**config.mk**
```make
export PLATFORM = sky130hd
export DESIGN_NAME = mac_mul_feed_flat
export DESIGN_NICKNAME = d
export VERILOG_FILES = /design/src/rtl/mac_mul_feed_if.sv /design/src/rtl/mac_mul_feed.sv /design/src/flat_wrapper.sv
export SDC_FILE = /design/constraint.sdc
export NUM_CORES = 1
export LEC_CHECK = 0
export CAP_MARGIN = 20
export CORE_MARGIN = 2
export CORE_UTILIZATION = 52
export CTS_CLUSTER_SIZE = 30
export DETAILED_ROUTE_END_ITERATION = 7
export GPL_ROUTABILITY_DRIVEN = 1
export PLACE_DENSITY = 0.79
export SYNTH_ARGS = -nofsm -noshare
export SYNTH_HDL_FRONTEND = slang
export SYNTH_SLANG_ARGS = --single-unit
```
**constraint.sdc**
```tcl
create_clock -name clk -period 7.8 [get_ports clk]
set_clock_uncertainty 0.05 [all_clocks]
set_input_delay 1.56 -clock clk [delete_from_list [all_inputs] [get_ports clk]]
set_output_delay 1.56 -clock clk [all_outputs]
set_load 0.02 [all_outputs]
```
**src/rtl/mac_mul_feed_if.sv**
```systemverilog
// ---------------------------------------------------------------------------
// mac_mul_feed_if
// Operand stream and result stream of the MAC feeder grouped into one bundle.
//   in_valid/in_ready    operand pair stream (in_a, in_b, in_signed,
//                        in_first, in_last)
//   res_valid/res_ready  finished dot product stream (res_data)
// Handshake: a beat transfers on the rising clock edge where valid && ready
// are both high. The producer holds valid and its payload stable until the
// transfer. Ready may depend combinationally on the receiver's state but
// never on valid.
// Modports: master = operand producer / result consumer, slave = feeder.
// ---------------------------------------------------------------------------
interface mac_mul_feed_if #(
    parameter int W = 8,
    parameter int A = 32
);
    logic         in_valid;
    logic         in_ready;
    logic [W-1:0] in_a;
    logic [W-1:0] in_b;
    logic         in_signed;
    logic         in_first;
    logic         in_last;
    logic         res_valid;
    logic         res_ready;
    logic [A-1:0] res_data;

    modport master (
        output in_valid, in_a, in_b, in_signed, in_first, in_last, res_ready,
        input  in_ready, res_valid, res_data
    );

    modport slave (
        input  in_valid, in_a, in_b, in_signed, in_first, in_last, res_ready,
        output in_ready, res_valid, res_data
    );
endinterface

```
**src/rtl/mac_mul_feed.sv**
```systemverilog
// ---------------------------------------------------------------------------
// mac_mul_feed
// Upstream feeder for the MAC accumulator. Operand pairs pass through a
// 2-stage multiply pipeline (S1 registers operands, S2 registers the exact
// product), S2 drives the accumulator controls, and the accumulator's sum is
// captured into a one-entry result buffer once a group's last element has
// been folded in.
// Ports:
//   clk        rising-edge clock
//   rst        asynchronous active-low reset
//   bus        operand stream in, result stream out (mac_mul_feed_if.slave)
//   acc_en     accumulator add enable (acc += acc_in)
//   acc_cset   accumulator load (acc = acc_init)
//   acc_init   load value, 0 when not loading
//   acc_in     addend, 0 when not adding
//   acc_carry  accumulator carry in, constant 0
//   acc_out    accumulator registered sum
// MAC_ACC_WIDTH must be at least 2*MAC_MIN_WIDTH so every product is exact.
// ---------------------------------------------------------------------------
module mac_mul_feed #(
    parameter int MAC_MIN_WIDTH = 8,
    parameter int MAC_ACC_WIDTH = 4 * MAC_MIN_WIDTH
) (
    input  logic                     clk,
    input  logic                     rst,
    mac_mul_feed_if.slave            bus,
    output logic                     acc_en,
    output logic                     acc_cset,
    output logic [MAC_ACC_WIDTH-1:0] acc_init,
    output logic [MAC_ACC_WIDTH-1:0] acc_in,
    output logic                     acc_carry,
    input  logic [MAC_ACC_WIDTH-1:0] acc_out
);
    localparam int W = MAC_MIN_WIDTH;
    localparam int A = MAC_ACC_WIDTH;

    // S1: registered operands
    logic [W-1:0] r_s1_a;
    logic [W-1:0] r_s1_b;
    logic         r_s1_signed;
    logic         r_s1_first;
    logic         r_s1_last;
    logic         r_s1_v;

    // S2: registered product
    logic [A-1:0] r_s2_prod;
    logic         r_s2_first;
    logic         r_s2_last;
    logic         r_s2_v;

    // Result capture
    logic         r_pend;
    logic         r_res_valid;
    logic [A-1:0] r_res_data;

    logic         w_s2_fire;
    logic         w_s2_take;
    logic         w_s1_adv;
    logic         w_in_ready;
    logic         w_in_fire;
    logic [A-1:0] w_a_ext;
    logic [A-1:0] w_b_ext;
    logic [A-1:0] w_prod;

    // A last element may only fire when the result slot will be free at the
    // capture edge: nothing pending and the buffer empty or draining now.
    assign w_s2_fire  = r_s2_v && (!r_s2_last ||
                        (!r_pend && (!r_res_valid || bus.res_ready)));
    assign w_s2_take  = !r_s2_v || w_s2_fire;
    assign w_s1_adv   = r_s1_v && w_s2_take;
    assign w_in_ready = !r_s1_v || w_s2_take;
    assign w_in_fire  = bus.in_valid && w_in_ready;

    // Extending both operands to A bits makes the low A bits of the product
    // exact for both signed and unsigned operands.
    assign w_a_ext = r_s1_signed ? {{(A-W){r_s1_a[W-1]}}, r_s1_a}
                                 : {{(A-W){1'b0}}, r_s1_a};
    assign w_b_ext = r_s1_signed ? {{(A-W){r_s1_b[W-1]}}, r_s1_b}
                                 : {{(A-W){1'b0}}, r_s1_b};
    assign w_prod  = w_a_ext * w_b_ext;

    always_ff @(posedge clk or negedge rst) begin
        if (!rst) begin
            r_s1_a      <= '0;
            r_s1_b      <= '0;
            r_s1_signed <= 1'b0;
            r_s1_first  <= 1'b0;
            r_s1_last   <= 1'b0;
            r_s1_v      <= 1'b0;
        end else if (w_in_fire) begin
            r_s1_a      <= bus.in_a;
            r_s1_b      <= bus.in_b;
            r_s1_signed <= bus.in_signed;
            r_s1_first  <= bus.in_first;
            r_s1_last   <= bus.in_last;
            r_s1_v      <= 1'b1;
        end else if (w_s1_adv) begin
            r_s1_v      <= 1'b0;
        end
    end

    always_ff @(posedge clk or negedge rst) begin
        if (!rst) begin
            r_s2_prod  <= '0;
            r_s2_first <= 1'b0;
            r_s2_last  <= 1'b0;
            r_s2_v     <= 1'b0;
        end else if (w_s1_adv) begin
            r_s2_prod  <= w_prod;
            r_s2_first <= r_s1_first;
            r_s2_last  <= r_s1_last;
            r_s2_v     <= 1'b1;
        end else if (w_s2_fire) begin
            r_s2_v     <= 1'b0;
        end
    end

    // The accumulator updates at the edge ending the fire cycle; its out is
    // therefore sampled one edge later. A new group's element firing in that
    // gap does not disturb the captured value because acc_out is registered.
    always_ff @(posedge clk or negedge rst) begin
        if (!rst) begin
            r_pend      <= 1'b0;
            r_res_valid <= 1'b0;
            r_res_data  <= '0;
        end else begin
            r_pend <= w_s2_fire && r_s2_last;
            if (r_pend) begin
                r_res_data  <= acc_out;
                r_res_valid <= 1'b1;
            end else if (r_res_valid && bus.res_ready) begin
                r_res_valid <= 1'b0;
            end
        end
    end

    always_comb begin
        acc_en   = 1'b0;
        acc_cset = 1'b0;
        acc_init = '0;
        acc_in   = '0;
        if (w_s2_fire) begin
            if (r_s2_first) begin
                acc_cset = 1'b1;
                acc_init = r_s2_prod;
            end else begin
                acc_en   = 1'b1;
                acc_in   = r_s2_prod;
            end
        end
    end

    assign acc_carry     = 1'b0;
    assign bus.in_ready  = w_in_ready;
    assign bus.res_valid = r_res_valid;
    assign bus.res_data  = r_res_data;
endmodule

```
**src/flat_wrapper.sv**
```systemverilog
// flat-port wrapper written by rule: the top's interface ports become plain ports
module mac_mul_feed_flat 
#(
    parameter int MAC_MIN_WIDTH = 8,
    parameter int MAC_ACC_WIDTH = 4 * MAC_MIN_WIDTH
)
  (clk, rst, acc_en, acc_cset, acc_init, acc_in, acc_carry, acc_out, bus_in_valid, bus_in_a, bus_in_b, bus_in_signed, bus_in_first, bus_in_last, bus_res_ready, bus_in_ready, bus_res_valid, bus_res_data);
  mac_mul_feed_if #(.W((8)), .A((32))) bus_i ();
  input  logic clk;
  input  logic rst;
  output logic acc_en;
  output logic acc_cset;
  output logic [MAC_ACC_WIDTH-1:0] acc_init;
  output logic [MAC_ACC_WIDTH-1:0] acc_in;
  output logic acc_carry;
  input  logic [MAC_ACC_WIDTH-1:0] acc_out;
  input wire logic [$bits(bus_i.in_valid)-1:0] bus_in_valid;
  input wire logic [$bits(bus_i.in_a)-1:0] bus_in_a;
  input wire logic [$bits(bus_i.in_b)-1:0] bus_in_b;
  input wire logic [$bits(bus_i.in_signed)-1:0] bus_in_signed;
  input wire logic [$bits(bus_i.in_first)-1:0] bus_in_first;
  input wire logic [$bits(bus_i.in_last)-1:0] bus_in_last;
  input wire logic [$bits(bus_i.res_ready)-1:0] bus_res_ready;
  output wire logic [$bits(bus_i.in_ready)-1:0] bus_in_ready;
  output wire logic [$bits(bus_i.res_valid)-1:0] bus_res_valid;
  output wire logic [$bits(bus_i.res_data)-1:0] bus_res_data;
  assign bus_i.in_valid = bus_in_valid;
  assign bus_i.in_a = bus_in_a;
  assign bus_i.in_b = bus_in_b;
  assign bus_i.in_signed = bus_in_signed;
  assign bus_i.in_first = bus_in_first;
  assign bus_i.in_last = bus_in_last;
  assign bus_i.res_ready = bus_res_ready;
  assign bus_in_ready = bus_i.in_ready;
  assign bus_res_valid = bus_i.res_valid;
  assign bus_res_data = bus_i.res_data;
  mac_mul_feed #(.MAC_MIN_WIDTH(MAC_MIN_WIDTH), .MAC_ACC_WIDTH(MAC_ACC_WIDTH)) u_core (.clk(clk), .rst(rst), .bus(bus_i), .acc_en(acc_en), .acc_cset(acc_cset), .acc_init(acc_init), .acc_in(acc_in), .acc_carry(acc_carry), .acc_out(acc_out));
endmodule
```
==> impl_results.md, run 1 <==
* Largest net degree at the start of global routing at 68
* Hold Crit Class: reg -> reg
* Worst Setup End Kind: register
* Core Rows at 55
* Drt first-iter violations at 323
* Die area at 0.0238 sq mm
* Hold_buf cts at 0
* IO Port Bufs at 154
* CP endpoint: u_core.r_s2_prod[28]$_DFFE_PN0P_
* Sequential Area at 0.00223 sq mm
* Area contributors post-synth: fa_1 (31%), dfrtp_1 (19%), ha_1 (13%)
* DR vias at 8346
* Core area at 0.0224 sq mm
* Number of enable flip-flop cells after synthesis at 0
* Syn_area_per_cell at 10.3 sq um
* Post-synth net total at 1505
* Synth unique cells at 68
* FFs w/ async S/R, synth at 100%
* Synth Flop Type: dfrtp_1
* CP Launch Type: register
* Final Hold Vio Count at 0
* CP Max Fanout at 15
* Initial antenna violation count at 0
* Ant. Diodes at 0
* RSZ-0062 raised after global routing: false
* Most common cell after layout, fill and taps aside: inv_1
* Detailed-route DRC error count at 0
* Ports at 156
* Flops & latches, synth at 89
* Setup violators final at 0
* Vias per cell at 5.33
* Later-pin clock latency in the skew report at 0.36 ns
* Vias in the first global route at 8958
* Leading area contributor after synthesis: fa_1
* Critical path required time at 8.02 ns
* GRT Total Usage at 23.6%
* # fillers at 1873
* Seq/Total Area, Yosys at 18.9%
* Final nets at 1638
* Tmin final at 7.38 ns
* GPL Wtd Cong at 0.961
* Vert. Die Dim at 154 microns
* Wirelength per Cell at 17.1 microns
* Reg2reg path depth at 23
* Area delta synth->final at 18.1%
* Ys Warns at 0
* Max clock buf depth at 2
* Slew @ Worst Pin at 0.862 ns
* Data arrival, critical path at 7.60 ns
* Type of the worst setup path: reg -> reg
* Max Transition Viols Final at 0
* Initial Utilization at 52.5%
* Origin of the worst setup path: u_core.r_s1_a[7]$_DFFE_PN0P_
* Antenna Nets Post-Route at 0
* Most frequent cells in the layout: inv_1 (188), fa_1 (183), clkdlybuf4s50_1 (153), ha_1 (122), and2_1 (109)
* Share of cells above drive strength 1 at 8.42%
* CTS H-tree depth at 3
* Die width at 154 microns
* Period utilization at 94.7%
* Footprint of the multi-input gates at 0.00863 sq mm
* Root Driver: clkbuf_16
* First-pass DRT Iterations at 5
* CTS tree: done
* CTS buffer count at 9
* Rel. slew slack at 42.4%
* Achievable clock frequency at 135 MHz
* Final wirelength at 26800 microns
* Crit Reg-Reg Endpoint: u_core.r_s2_prod[28]$_DFFE_PN0P_
* Sink Count at 89
* Total negative slack at 0 ns
* R2R Path Start: u_core.r_s1_a[7]$_DFFE_PN0P_
* Top cell type's share of synthesized area at 31.3%
* Global-route wire length before repair at 44600 microns
* Mapped cell area at 0.0118 sq mm
* Synth Instances at 1144
* GR Overflow Total at 0
* Status: complete, no violations
* Max-cap violation count at 0
* Worst-path clk slew at 0.08 ns
* Reg-to-reg slack, setup at 0.42 ns
* Post-DP HPWL at 22400 microns
==> metrics by stage <==
| stage | instances | utilization, % | worst slack [ns] | hold WS [ns] | instance area [sq um] |
|---|---|---|---|---|---|
| after floorplan | 1144 | - | 0.511 | 0.394 | 11800 |
| after global placement | 1549 | 60.4 | 0.524 | 0.413 | 13600 |
| after detailed placement | 1549 | 60.4 | 0.317 | 0.435 | 13600 |
| after CTS | 1565 | 61.8 | 0.304 | 0.452 | 13900 |
| after global routing | 1567 | 62.0 | 0.0101 | 0.476 | 13900 |
| final | 1567 | 62.0 | 0.415 | 0.446 | 13900 |
==> critical path: stages, from the launching register on <==
cell,delay [ns]
dfrtp_2,0.48
and2_1,0.25
nand2_1,0.18
fa_1,0.69
inv_1,0.15
fa_1,0.51
xor2_1,0.18
ha_1,0.21
a21o_1,0.17
fa_1,0.50
fa_1,0.52
inv_1,0.06
fa_1,0.53
inv_1,0.05
fa_1,0.46
fa_1,0.40
ha_1,0.38
a21o_1,0.22
a211oi_1,0.27
o211ai_1,0.19
a31oi_2,0.29
a31oi_1,0.15
o21a_1,0.19
o31ai_1,0.23
==> sequential cells by signal, indices dropped and copies added (netlist names) <==
register	flops
u_core.r_s2_last	1
u_core.bus.res_valid	1
u_core.r_s1_last	1
u_core.r_s2_prod	32
u_core.r_s1_v	1
u_core.bus.res_data	32
u_core.r_s2_v	1
u_core.r_s2_first	1
u_core.r_s1_a	8
u_core.r_pend	1
u_core.r_s1_b	8
u_core.r_s1_first	1
u_core.r_s1_signed	1
==> routing by layer <==
layer / vias up / track usage, % / share of wire [%]
li1: 3917 / - / -
met4: 0 / 4.28 / 1.4
met3: 32 / 3.08 / 3.9
met1: 4199 / 30.7 / 41
met2: 198 / 42.6 / 53
met5: - / 0 / 0
==> timing repair <==
action | CTS | global route
resized for setup | 0 | 4
setup endpoints to repair | 0 | 5
hold endpoints to repair | 0 | 0
setup buffers | 0 | 0
==> Yosys cell counts, types with 3 or more instances <==
cell type and count:
o21ai_0 29, nor3b_1 4, mux2_2 51, clkbuf_1 38
fa_1 184, o21a_1 7, inv_1 189, o41ai_1 3
mux2i_1 3, o21ai_1 3, o211ai_1 4, nand3_1 11
and3_1 16, a211oi_1 5, dfrtp_1 89, buf_2 4
or3_1 3, a21oi_1 21, xnor2_1 27, nand4_1 3
a311oi_1 3, xor2_1 17, o31ai_1 4, nor3_1 8
a31oi_1 4, o21bai_1 6, nand2_1 88, nor2_1 26
ha_1 122, or2_2 3, nor2b_1 3, and2_1 109
a21o_1 12
==> logic make-up (layout without fill, tap and decap cells) <==
kind of cell,after synthesis,after routing,share of synthesized area [%]
fa+ha+maj,308,308,44.4
simple gates,286,286,12.9
buf+inv,237,375,7.81
compound gates,124,124,7.30
flops,89,89,18.9
mux,54,54,5.14
xor+xnor,45,45,3.47
other cells,1,1,0.0319
==> final cells by class <==
| cell class | instances | share of cell area (%) |
|---|---|---|
| multi-input combinational | 818 | 62.1 |
| sequential | 89 | 16.0 |
| timing repair buffer | 168 | 11.9 |
| inverter | 191 | 5.18 |
| tap | 285 | 2.57 |
| clock buffer | 9 | 1.62 |
| clock inverter | 7 | 0.585 |
==> how the worst min path moves through the flow <==
stage                                             startpoint                                  to  slack (ns)  cells past startpoint
after CTS                    u_core.r_s2_prod[1]$_DFFE_PN0P_     u_core.r_s2_prod[1]$_DFFE_PN0P_        0.45                      2
after detailed placement    u_core.r_s2_prod[18]$_DFFE_PN0P_    u_core.r_s2_prod[18]$_DFFE_PN0P_        0.43                      2
after floorplan              u_core.r_s2_prod[0]$_DFFE_PN0P_     u_core.r_s2_prod[0]$_DFFE_PN0P_        0.39                      2
final                        u_core.r_s2_prod[9]$_DFFE_PN0P_     u_core.r_s2_prod[9]$_DFFE_PN0P_        0.45                      2
after global placement         u_core.r_s1_first$_DFFE_PN0P_       u_core.r_s2_first$_DFFE_PN0P_        0.41                      2
after global routing      u_core.bus.res_data[1]$_DFFE_PN0P_  u_core.bus.res_data[1]$_DFFE_PN0P_        0.48                      1
Power of run 1 is not shown: default switching activity piles up to over one toggle a cycle in this logic, so the estimate is an artifact.
==> inputs of run 2 (changes only) <==
- ABC_AREA: default -> 1
- SKIP_CTS_REPAIR_TIMING: default -> 1
==> run 2 against run 1 <==
Critical path depth up 5; non-clock buffer count down 3; setup slack better by 0.087 ns; wire length up 11%; critical path type unchanged.
==> impl_results.md, run 2 <==
* Vias in the first global route at 9566
* Critical path required time at 7.96 ns
* Die area at 0.0246 sq mm
* Slew @ Worst Pin at 0.958 ns
* Top cell type's share of synthesized area at 30.4%
* Global-route wire length before repair at 49000 microns
* Non-filler cells, final at 1844
* Ys Warns at 0
* Setup violators final at 0
* Worst Setup End Kind: register
* Reg-to-reg slack, setup at 0.50 ns
* Mapped cell area at 0.0121 sq mm
* Final nets at 1887
* Ports at 156
* Min-delay src: u_core.r_s2_prod[31]$_DFFE_PN0P_
* Core Rows at 55
* Count leader, synth: inv_1
* Detailed-route DRC error count at 0
* GR Overflow Total at 0
* Max clock buf depth at 2
* Period utilization at 93.6%
* Data arrival, critical path at 7.46 ns
* Placed cell count at 1826
* Post-synth top cells: inv_1 (313), nand2_1 (231), fa_1 (184), nor2_1 (126), ha_1 (122)
* Ant. Diodes at 0
* Family with the most delay on the worst path: adder cells
* Root Driver: clkbuf_16
* Max Transition Viols Final at 0
* XOR/XNOR Fraction of Synth Area at 1.89%
* CP Launch Type: register
* Post-DP HPWL at 25200 microns
* Later-pin clock latency in the skew report at 0.36 ns
* Slowest cell on the critical path: fa_1
* Core area at 0.0228 sq mm
* Hold endpoint: u_core.r_s2_prod[31]$_DFFE_PN0P_
* Status: complete, no violations
* First-pass DRT Iterations at 5
* Hold Crit Class: reg -> reg
* Largest net degree at the start of global routing at 89
* GRT Total Usage at 25.6%
* Final wirelength at 29600 microns
* Initial antenna violation count at 0
* Crit path buf inv count at 7
* Wirelength per Cell at 16.0 microns
* Achievable clock frequency at 137 MHz
* CTS buffer count at 9
* Synth Instances at 1389
* Tmin final at 7.30 ns
* Reg2reg path depth at 28
* Vias per cell at 5.13
* CP max stage delay at 0.55 ns
* RSZ-0062 raised after global routing: false
* Max-cap violation count at 0
* Number of enable flip-flop cells after synthesis at 0
* # fillers at 1926
* Area delta synth->final at 17.9%
* Area contributors post-synth: fa_1 (30%), dfrtp_1 (18%), ha_1 (13%)
* R2R Path Start: u_core.r_s1_a[7]$_DFFE_PN0P_
* CP Max Fanout at 12
* Most common cell after layout, fill and taps aside: inv_1
* Drt first-iter violations at 605
* Worst-path clk slew at 0.07 ns
* Flops & latches, synth at 89
* WP depth at 28
* Crit path top cell by count: fa_1
* Multiplexer area fraction after synthesis at 4.18%
* WHS at 0.434 ns
* Leading area contributor after synthesis: fa_1
* Synth Area in Compound Gates at 5.67%
* Most frequent cells in the layout: inv_1 (312), nand2_1 (231), fa_1 (184), clkdlybuf4s50_1 (153), nor2_1 (126)
* Final Hold Vio Count at 0
* Crit Reg-Reg Endpoint: u_core.r_s2_prod[22]$_DFFE_PN0P_
* Type of the worst setup path: reg -> reg
* Adder-cell share of the synthesized area at 42.9%
* Synth unique cells at 47
* CTS H-tree depth at 3
* Post-synth net total at 1750
* Syn_area_per_cell at 8.73 sq um
* Initial Utilization at 53.3%
* Simple-gate share of the synthesized area at 15.5%
* Vert. Die Dim at 157 microns
* Total negative slack at 0 ns
* Die width at 157 microns
* IO Port Bufs at 154
* Seq/Total Area, Yosys at 18.4%
* DR vias at 9468
* FFs w/ async S/R, synth at 100%
* Hold path cells at 2
* Synth Flop Type: dfrtp_1
* Rel. slew slack at 36.1%
* Antenna Nets Post-Route at 0
* GPL Wtd Cong at 0.947
* CTS tree: done
* Share of cells above drive strength 1 at 6.53%
* Main combinational cell family by area after synthesis: adder cells
* Sink Count at 89
[run 2: worst max-delay path by stage]
| stage | start | end | slack, ns |
|---|---|---|---|
| floorplan | u_core.r_s1_a[7]$_DFFE_PN0P_ | u_core.r_s2_prod[27]$_DFFE_PN0P_ | 0.76 |
| global placement | u_core.r_s1_b[7]$_DFFE_PN0P_ | u_core.r_s2_prod[22]$_DFFE_PN0P_ | 0.37 |
| detailed placement | u_core.r_s1_b[7]$_DFFE_PN0P_ | u_core.r_s2_prod[22]$_DFFE_PN0P_ | 0.35 |
| CTS | u_core.r_s1_b[7]$_DFFE_PN0P_ | u_core.r_s2_prod[22]$_DFFE_PN0P_ | 0.33 |
| global route | u_core.r_s1_a[7]$_DFFE_PN0P_ | u_core.r_s2_prod[20]$_DFFE_PN0P_ | 0.09 |
| finish | u_core.r_s1_a[7]$_DFFE_PN0P_ | u_core.r_s2_prod[22]$_DFFE_PN0P_ | 0.50 |
[run 2: layout make-up]
cell class                 instances  area, sq um  area share [%]
inverter                         319         1210            8.46
timing repair buffer             165         1660            11.6
clock buffer                       9          225            1.57
clock inverter                     7         72.6           0.507
tap                              313          392            2.74
multi-input combinational        942         8520            59.5
sequential                        89         2230            15.6
[run 2: layer usage]
metal / GRT usage, % / share of wire, %
met3: 3.88 / 5.9
met2: 43.0 / 49
met5: 0 / 0
met4: 5.29 / 1.6
met1: 35.3 / 44
[run 2: logic make-up (layout without fill, tap and decap cells)]
logic type	count (synthesis)	after routing
fa+ha+maj	306	306
compound gates	119	119
simple gates	447	447
other cells	1	1
flops	89	89
xor+xnor	24	24
mux	45	45
buf+inv	358	500
[run 2: worst min-delay path: cells and delay by family (launching register included)]
| kind | cells | cell delay, ns |
|---|---|---|
| and+or+nand+nor | 2 | 0.12 |
| DFF | 1 | 0.34 |
[run 2: stage by stage]
step | setup slack [ns] | area (sq um) | util [%]
finish | 0.503 | 14300 | 62.8
global route | 0.0921 | 14300 | 62.8
CTS | 0.335 | 14200 | 62.6
detailed placement | 0.353 | 14000 | 61.2
global placement | 0.370 | 14000 | 61.2
floorplan | 0.757 | 12100 | -
Power of run 2 is left out for the same reason.
==> inputs of run 3 (changes only) <==
- SKIP_CTS_REPAIR_TIMING: 1 -> default
==> results of run 3 <==
Same layout as run 2: the final DEF is identical, and so are final timing and power.
Power of run 3 is left out for the same reason.
